## config.mk

```make
export PLATFORM = sky130hd
export DESIGN_NAME = spi_boot_loader
export DESIGN_NICKNAME = d
export VERILOG_FILES = /design/src/rtl/spi_boot_loader.sv
export SDC_FILE = /design/constraint.sdc
export NUM_CORES = 1
export LEC_CHECK = 0
export ABC_CLOCK_PERIOD_IN_PS = 8189
export CORE_ASPECT_RATIO = 1.75
export CORE_MARGIN = 4
export CORE_UTILIZATION = 58
export DETAILED_ROUTE_END_ITERATION = 16
export PLACE_DENSITY_LB_ADDON = 0.05
export SLEW_MARGIN = 0
export SYNTH_ARGS = -nofsm -noshare
export SYNTH_HDL_FRONTEND = slang
export SYNTH_SLANG_ARGS = --single-unit
```

## constraint.sdc

```tcl
create_clock -name i_clk -period 8.19 [get_ports i_clk]
set_input_delay 2.457 -clock i_clk [delete_from_list [all_inputs] [get_ports i_clk]]
set_output_delay 2.457 -clock i_clk [all_outputs]
set_load 0.05 [all_outputs]
```

## src/rtl/spi_boot_loader.sv

```systemverilog
// Boot-loader controller behind the SPI slave byte engine: decodes the command byte,
// then streams LSB-first words into IMEM writes or turns them into IMEM read requests.
module spi_boot_loader #(
    parameter int MEM_WORDS = 512,
    parameter int ADDR_W    = 32
) (
    input  logic              i_clk,
    input  logic              i_rst,
    input  logic              i_prog,
    input  logic              i_csn,
    input  logic              i_rx_valid,
    input  logic [7:0]        i_rx_byte,
    output logic [7:0]        o_tx_byte,
    output logic [ADDR_W-1:0] o_mem_addr,
    output logic              o_mem_we,
    output logic [31:0]       o_mem_wdata,
    output logic              o_mem_re,
    input  logic [31:0]       i_mem_rdata,
    output logic              o_boot_done,
    output logic              o_overflow,
    output logic              o_busy
);

    typedef enum logic [2:0] {
        IDLE,
        WRITE,
        READ,
        DONE,
        ERR
    } state_t;

    localparam logic [ADDR_W-1:0] LIMIT = ADDR_W'(MEM_WORDS * 4);

    state_t            state_q, state_d;
    logic [1:0]        cnt_q, cnt_d;
    logic [31:0]       word_q, word_d;
    logic [ADDR_W-1:0] ptr_q, ptr_d;
    logic [31:0]       txbuf_q, txbuf_d;
    logic [ADDR_W-1:0] addr_q, addr_d;
    logic [31:0]       wdata_q, wdata_d;
    logic              we_q, we_d;
    logic              re_q, re_d;
    logic              oor_q, oor_d;
    logic              cap_q, cap_d;
    logic              capok_q, capok_d;
    logic              done_q, done_d;
    logic              ovf_q, ovf_d;

    logic [31:0]       wordNext;
    logic [ADDR_W-1:0] addrNext;

    always_ff @(posedge i_clk) begin
        if (i_rst) begin
            state_q <= IDLE;
            cnt_q   <= '0;
            word_q  <= '0;
            ptr_q   <= '0;
            txbuf_q <= '0;
            addr_q  <= '0;
            wdata_q <= '0;
            we_q    <= 1'b0;
            re_q    <= 1'b0;
            oor_q   <= 1'b0;
            cap_q   <= 1'b0;
            capok_q <= 1'b0;
            done_q  <= 1'b0;
            ovf_q   <= 1'b0;
        end else begin
            state_q <= state_d;
            cnt_q   <= cnt_d;
            word_q  <= word_d;
            ptr_q   <= ptr_d;
            txbuf_q <= txbuf_d;
            addr_q  <= addr_d;
            wdata_q <= wdata_d;
            we_q    <= we_d;
            re_q    <= re_d;
            oor_q   <= oor_d;
            cap_q   <= cap_d;
            capok_q <= capok_d;
            done_q  <= done_d;
            ovf_q   <= ovf_d;
        end
    end

    always_comb begin
        state_d  = state_q;
        cnt_d    = cnt_q;
        word_d   = word_q;
        ptr_d    = ptr_q;
        txbuf_d  = txbuf_q;
        addr_d   = addr_q;
        wdata_d  = wdata_q;
        we_d     = 1'b0;
        re_d     = 1'b0;
        oor_d    = 1'b0;
        done_d   = done_q;
        ovf_d    = ovf_q;
        // Read reply lands in the buffer two cycles after the address completes.
        cap_d    = re_q | oor_q;
        capok_d  = re_q;
        wordNext = word_q;
        wordNext[{cnt_q, 3'b000} +: 8] = i_rx_byte;
        addrNext = wordNext[ADDR_W-1:0];

        if (cap_q) begin
            txbuf_d = capok_q ? i_mem_rdata : 32'h0;
        end

        if (i_csn || !i_prog) begin
            state_d = IDLE;
            cnt_d   = '0;
            word_d  = '0;
        end else if (i_rx_valid) begin
            case (state_q)
                IDLE: begin
                    case (i_rx_byte)
                        8'h02: begin
                            state_d = WRITE;
                            ptr_d   = '0;
                            done_d  = 1'b0;
                            ovf_d   = 1'b0;
                        end
                        8'h01: begin
                            state_d = READ;
                            txbuf_d = '0;
                        end
                        default: state_d = ERR;
                    endcase
                end
                WRITE: begin
                    cnt_d  = cnt_q + 2'd1;
                    word_d = wordNext;
                    if (cnt_q == 2'd3) begin
                        if (wordNext == 32'hFFFF_FFFF) begin
                            done_d  = 1'b1;
                            state_d = DONE;
                        end else begin
                            if (ptr_q < LIMIT) begin
                                we_d    = 1'b1;
                                addr_d  = ptr_q;
                                wdata_d = wordNext;
                            end else begin
                                ovf_d = 1'b1;
                            end
                            ptr_d = ptr_q + ADDR_W'(4);
                        end
                    end
                end
                READ: begin
                    cnt_d  = cnt_q + 2'd1;
                    word_d = wordNext;
                    if (cnt_q == 2'd3) begin
                        if (addrNext < LIMIT) begin
                            re_d   = 1'b1;
                            addr_d = {addrNext[ADDR_W-1:2], 2'b00};
                        end else begin
                            oor_d = 1'b1;
                        end
                    end
                end
                default: ;
            endcase
        end
    end

    // Strobes are suppressed the moment PROG drops so the CPU never sees a stray access.
    assign o_mem_we    = we_q & i_prog;
    assign o_mem_re    = re_q & i_prog;
    assign o_mem_addr  = addr_q;
    assign o_mem_wdata = wdata_q;
    assign o_boot_done = done_q;
    assign o_overflow  = ovf_q;
    assign o_busy      = (state_q != IDLE);
    assign o_tx_byte   = (state_q == READ) ? txbuf_q[{cnt_q, 3'b000} +: 8] : 8'h00;

endmodule
```

### Yosys cells after proc, flatten, opt, wreduce, memory -nomap -nowiden

Index checks and enable logic that the tools add are counted.

* add/subtract/negate cells: 3
* order comparisons: 2
* eq/ne operators: 14
* shifts and indexed selects: 3
* mux-type cells: 33
* bitwise logic cells: 9
* reductions and logical operators: 17

Operator list (number)
* $mux W32: 14
* $pmux W32 S2: 2
* $lt A32 B12 Y1 const B: 2
* $add A32 B3 Y32 const B: 1
* $bwmux W32: 1
* $eq A32 B32 Y1 const B: 1
* $shift A8 B7 Y32 const A: 1
* $shiftx A32 B6 Y8: 1
* $shiftx A8 B7 Y32: 1
* $reduce_and A6 Y1: 3
* $ne A2 B2 Y1 const B: 8
* $pmux W3 S2: 2
* $mux W1: 9
* $eq A8 B1 Y1 const B: 1
* $eq A8 B2 Y1 const B: 1
* $mux W8: 1
* $reduce_and A8 Y1: 1
* $neg A5 Y7: 1
* $reduce_and A7 Y1: 1
* $mux W3: 2
* $not A1 Y1: 6
* $reduce_or A6 Y1: 1
* $reduce_or A5 Y1: 1
* $pmux W1 S2: 2
* other kinds (14): 17

* flip-flop bits (word level): 172
* output and inout bits: 77

### Longest topological paths before layout

Gate-level depths: netlist (run 1).

* depth after elaboration: 7
* depth in mapped cells: 14
* gate-level depth less buffers: 9

### Worst setup path after synthesis (run 1)

No wires, ideal clock.

* kind: input -> output
* start point: in i_prog
* end point: out o_mem_re
* data arrival time: 2864 ps
* data required time: 5733 ps
* slack: 2869 ps
* cell stages on the path: 1
* cells stage by stage: and2_1

* word-level cells in the longest chain between the ends: 1

Ends and longest elaborated chain
* start: declaration: line 9 `input logic i_prog,`
* $and A1 B1 Y1: line 169 `assign o_mem_re = re_q & i_prog;`
* end: declaration: line 17 `output logic o_mem_re,`

Every way passes these cells.

### Worst setup path in the final report (run 1)

Ends and elaborated chain as after synthesis.

==> qor.txt, run 1 <==
outcome - completed
Total Die Area - 0.0153 sq mm
die height - 161 microns
ranking of synthesized cells by area - sky130_fd_sc_hd__dfxtp_1 (44%), sky130_fd_sc_hd__a21oi_1 (6.9%), sky130_fd_sc_hd__nor2_1 (5.4%)
Cell Area, Synth - 0.00772 sq mm
count of flip-flops with a built-in enable after synthesis - 0
CORE AREA - 0.0130 sq mm
data required time at the worst endpoint - 5730 ps
worst ir drop on vdd - 0.148 mV
FFs w/ async S/R, synth - 0
maximum level of the CTS H-tree - 4
quantity of I/O buffers inserted on ports - 121
post-synthesis register bit count - 169
path type of the worst setup path - in2out
clock tree from TritonCTS - yes
number of search-and-repair iterations in the first detailed-routing pass - 6
largest net degree at the start of global routing - 68
Tot GR Track Use - 0.299
unrepaired setup endpoints after global routing - false
GP Congestion - 0.963
fraction of layout instances using a drive strength above 1 - 0.0776
buffers from clock root to sink, at most - 2
YS warnings - 0
Yosys top cell by area - sky130_fd_sc_hd__dfxtp_1
Worst Max-Slew Pin Slew - 1210 ps
Resize count post-CTS - 0
number of setup violations in the final report - 0
Post-DRT Antenna Nets - 0
vias in the first global route - 6942
final critical-path required period - 6610 ps
buffers inserted by post-CTS timing repair - 0
overflow left after global routing - 0
antenna diode count - 0
Period Utilization, post-route - 0.807
Die W - 95.2 microns
worst path arrival time - 4150 ps
register area share after synthesis - 0.438
number of buffers added to fix hold violations after cts - 0
initial antenna violation count - 0
row cnt - 55
setup slack after placement - 1610 ps
number of top-level design ports - 122
drt via density - 6.17
setup skew after layout - 7.80 ps
number of distinct library cell variants in the gate-level netlist after synthesis - 61
worst-case headroom to the max-slew limit - 0.195
final number of max-transition violations - 0
clock latency on the worst-skew pair - 420 ps
first-iteration detailed-routing DRC count - 381
Max-Cap Viols - 0
final-report hold violation count - 0
synthesis-to-layout area growth - 23.0%
Total Negative Setup Slacks - 0 ps
PwrDens - 175 mW/mm^2
Detailed Route WL - 22500 microns
most instantiated library cell after synthesis - sky130_fd_sc_hd__dfxtp_1
number of sinks on the clock net - 169
DR WL/cell - 19.8 microns
Layout Nets - 1005
fraction of post-synthesis cell area in the top cell type by area - 0.438
global-route wire length before repair - 35500 microns
path category of the worst min-delay check - reg2reg
total power - 1.66 mW
top cell types by occurrence after synthesis - sky130_fd_sc_hd__dfxtp_1 (169), sky130_fd_sc_hd__nor2_1 (111), sky130_fd_sc_hd__a21oi_1 (106)
final worst setup slack - 1580 ps
crit start category - primary input
Initial Util - 0.594
clock root buffer master - sky130_fd_sc_hd__clkbuf_16
flip-flop cell with the highest count after synthesis - sky130_fd_sc_hd__dfxtp_1
half-perimeter wire length after placement - 16100 microns
leakage power of the design - 3.27 nW
Via Count - 7016
Syn Nets - 926
fmax - 151 MHz
clock-pin transition on the worst setup and hold timing paths - 70 ps
critical path peak fanout - 5
Post-Syn Instances - 874
Remaining DRCs - 0
clock buffer count from CTS - 17
endpoint class of the critical path - output port
fill cell total of the finished layout - 991
average footprint of a synthesized cell - 8.83 sq um
layer usage:
| metal | track usage | part of all wire | vias to the layer above |
|---|---|---|---|
| met5 | 0 | 0 | - |
| met4 | 0.200 | 0.067 | 0 |
| met3 | 0.0501 | 0.044 | 86 |
| met2 | 0.527 | 0.54 | 280 |
| met1 | 0.314 | 0.35 | 3321 |
| li1 | - | - | 3329 |
placed cells by master (no fill, tap or decap), drive strengths merged, types with 11 or more instances in the layout:
cell	synthesis	layout
a2111oi	15	15
a211oi	34	34
a21oi	106	106
a311oi	27	27
a31oi	24	24
and2	37	37
clkbuf	51	18
clkdlybuf4s50	0	121
dfxtp	169	169
inv	10	16
nand2	29	29
nor2	111	111
nor2b	63	63
nor4	11	11
o21ai	17	17
xnor2	17	17
stage by stage:
step           hold WS, ps  cells  instance area (sq um)   util
4_1_cts                461   1137                   9500  0.730
2_1_floorplan          411    874                   7720      -
3_3_place_gp           431   1105                   8920  0.686
6_report               454   1137                   9500  0.730
3_5_place_dp           433   1105                   8920  0.686
5_1_grt                477   1137                   9500  0.730
sequential cells by signal (all words and copies together), names as in the netlist:
| register | cells |
|---|---|
| oor_q | 1 |
| o_mem_addr | 31 |
| o_boot_done | 1 |
| word_q | 32 |
| capok_q | 1 |
| cap_q | 1 |
| ptr_q | 30 |
| we_q | 1 |
| o_overflow | 1 |
| txbuf_q | 32 |
| o_mem_wdata | 32 |
| cnt_q | 2 |
| capok_d | 1 |
| state_q | 3 |
area by class of cell:
class	count	area [sq um]	area share
multi-input combinational	624	4000	0.421
sequential	169	3380	0.356
timing repair buffer	131	1290	0.135
clock buffer	18	439	0.0463
tap	171	214	0.0225
clock inverter	14	135	0.0142
inverter	10	37.5	0.00395
where the power goes:
| part | internal (mW) | switching, mW | total [mW] |
|---|---|---|---|
| registers | 0.822 | 0.000225 | 0.822 |
| clock network | 0.434 | 0.354 | 0.788 |
| logic | 0.0232 | 0.0268 | 0.0500 |
critical path, stage by stage:
cell	delay [ps]
sky130_fd_sc_hd__clkdlybuf4s50_1	690
sky130_fd_sc_hd__and2_1	190
sky130_fd_sc_hd__clkdlybuf4s50_1	800
final timing paths:
path	from	to	slack, ps	cells past startpoint
setup / recovery	i_prog	o_mem_re	1580	3
hold reg to reg	o_boot_done	o_boot_done	450	2
hold / removal	o_boot_done	o_boot_done	450	2
setup reg to reg	cnt_q[1]	o_mem_addr[27]	3050	10
cells by family (layout without fill, tap and decap cells):
logic type,after synthesis,in the layout,share of synthesized area
compound gates,260,260,0.225
simple gates,328,328,0.233
mux,12,12,0.0285
fa+ha+maj,7,7,0.0113
flops,169,169,0.438
xor+xnor,17,17,0.0193
buf+inv,81,173,0.0451
Note: power is estimated with default switching activity, not from simulation.
==> run 2, diff against run 1 <==
ABC_CLOCK_PERIOD_IN_PS = 5300   (was 8189)
CORE_UTILIZATION = 49   (was 58)
clock period = 5.3 ns   (was 8.19 ns; I/O delays follow)
==> qor.txt, run 2 (synthesis gave the netlist of run 1 again) <==
area taken by flip-flops and latches - 0.00338 sq mm
total power - 2.68 mW
Max stage delay on crit path - 800 ps
setup skew after layout - 12.3 ps
Remaining DRCs - 0
data required time at the worst endpoint - 3710 ps
vias in the first global route - 6954
synthesis-to-layout area growth - 25.6%
Worst Max-Slew Pin Slew - 1170 ps
worst-case hold slack - 447 ps
Via Count - 7023
Initial Util - 0.502
endpoint class of the critical path - output port
buffers from clock root to sink, at most - 2
buffers inserted by post-CTS timing repair - 0
worst path arrival time - 3150 ps
final design instance area without fill - 0.00970 sq mm
Total Negative Setup Slacks - 0 ps
clock tree from TritonCTS - yes
fmax - 211 MHz
instance count after placement with tap cells included - 1138
Top cell by count, worst path - sky130_fd_sc_hd__clkdlybuf4s50_1
worst reg2reg path startpoint - cnt_q[1]
crit path to - o_mem_we
GP Congestion - 0.948
setup slack of the most critical reg-to-reg path - 1080 ps
leakage power of the design - 3.38 nW
antenna diode count - 0
half-perimeter wire length after placement - 17500 microns
commonest non-fill, non-tap cell in the layout - sky130_fd_sc_hd__dfxtp_1
core utilization of the finished layout - 0.630
global-route wire length before repair - 38100 microns
clock latency on the worst-skew pair - 420 ps
clock root buffer master - sky130_fd_sc_hd__clkbuf_16
Detailed Route WL - 24300 microns
DR WL/cell - 20.8 microns
end of the worst register-to-register path - o_mem_wdata[7]
initial antenna violation count - 0
drt via density - 6.01
number of buffers added to fix hold violations after cts - 0
Tot GR Track Use - 0.275
number of cell instances on the worst register-to-register path - 10
fill cell total of the finished layout - 1351
final-report hold violation count - 0
final worst setup slack - 558 ps
first-iteration detailed-routing DRC count - 355
critical-path cell list - clkdlybuf4s50_1 > and2_1 > clkdlybuf4s50_1
setup slack after placement - 491 ps
worst-case headroom to the max-slew limit - 0.218
multi-input logic area - 0.00400 sq mm
PwrDens - 276 mW/mm^2
number of gates on the worst path with buffers counted - 3
clock-pin transition on the worst setup and hold timing paths - 70 ps
crit start category - primary input
Max-Cap Viols - 0
path category of the worst min-delay check - reg2reg
die height - 174 microns
Resize count post-CTS - 0
worst ir drop on vdd - 0.181 mV
CORE AREA - 0.0154 sq mm
critical path's slowest cell - sky130_fd_sc_hd__clkdlybuf4s50_1
Period Utilization, post-route - 0.895
number of sinks on the clock net - 169
critical path peak fanout - 5
unrepaired setup endpoints after global routing - false
largest net degree at the start of global routing - 66
number of setup violations in the final report - 0
fraction of layout instances using a drive strength above 1 - 0.0946
final critical-path required period - 4740 ps
Die W - 103 microns
number of top-level design ports - 122
commonest cells after routing, fill and taps aside - sky130_fd_sc_hd__dfxtp_1 (169), sky130_fd_sc_hd__clkdlybuf4s50_1 (120), sky130_fd_sc_hd__nor2_1 (111)
Post-DP Area - 0.00907 sq mm
family of cells with the greatest summed delay on the critical path - buffers and inverters
clock buffer count from CTS - 17
row cnt - 60
CP Buf/Inv Count - 2
final number of max-transition violations - 0
number of search-and-repair iterations in the first detailed-routing pass - 5
Total Die Area - 0.0179 sq mm
outcome - completed
final non-filler cell total - 1169
quantity of I/O buffers inserted on ports - 121
CP startpoint - i_prog
maximum level of the CTS H-tree - 4
Post-DRT Antenna Nets - 0
overflow left after global routing - 0
Layout Nets - 1023
path type of the worst setup path - in2out
==> run 2: changes by cell type in the layout (fill, tap and decap cells not counted), sizes merged <==
cell and delta:
clkdlybuf4s50 -1, clkinv -1, clkinvlp -1, buf +19, bufinv +2, inv -1
==> run 2: worst min path at each step <==
stage | startpoint | endpoint | slack (ps) | cells after the start
final | o_boot_done | o_boot_done | 450 | 2
after CTS | o_boot_done | o_boot_done | 450 | 2
after detailed placement | o_boot_done | o_boot_done | 440 | 2
after global routing | o_boot_done | o_boot_done | 470 | 2
after global placement | oor_q | cap_q | 440 | 2
after floorplan | oor_q | cap_q | 410 | 2
==> run 2: tightest hold or removal path, cell delays in order (launching register included) <==
cell	delay, ps
sky130_fd_sc_hd__dfxtp_1	310
sky130_fd_sc_hd__inv_1	40
sky130_fd_sc_hd__a21oi_1	50
==> run 2: layer usage <==
layer  wire length [microns]  global-route usage
met2                   13200               0.495
met5                       0                   0
met4                    1220               0.136
met3                    1110              0.0550
met1                    8760               0.294
==> run 2: area by class of cell <==
type                       instances  share of cell area
clock inverter                    13              0.0192
inverter                          10             0.00387
multi-input combinational        624               0.413
tap                              186              0.0240
sequential                       169               0.349
timing repair buffer             149               0.146
clock buffer                      18              0.0453
==> run 2: where the power goes <==
part	switching [mW]	leakage [nW]	internal (mW)
clock	0.562	0.303	0.768
sequential	0.000325	1.36	1.27
combinational	0.0426	1.71	0.0355
total	0.605	3.38	2.07
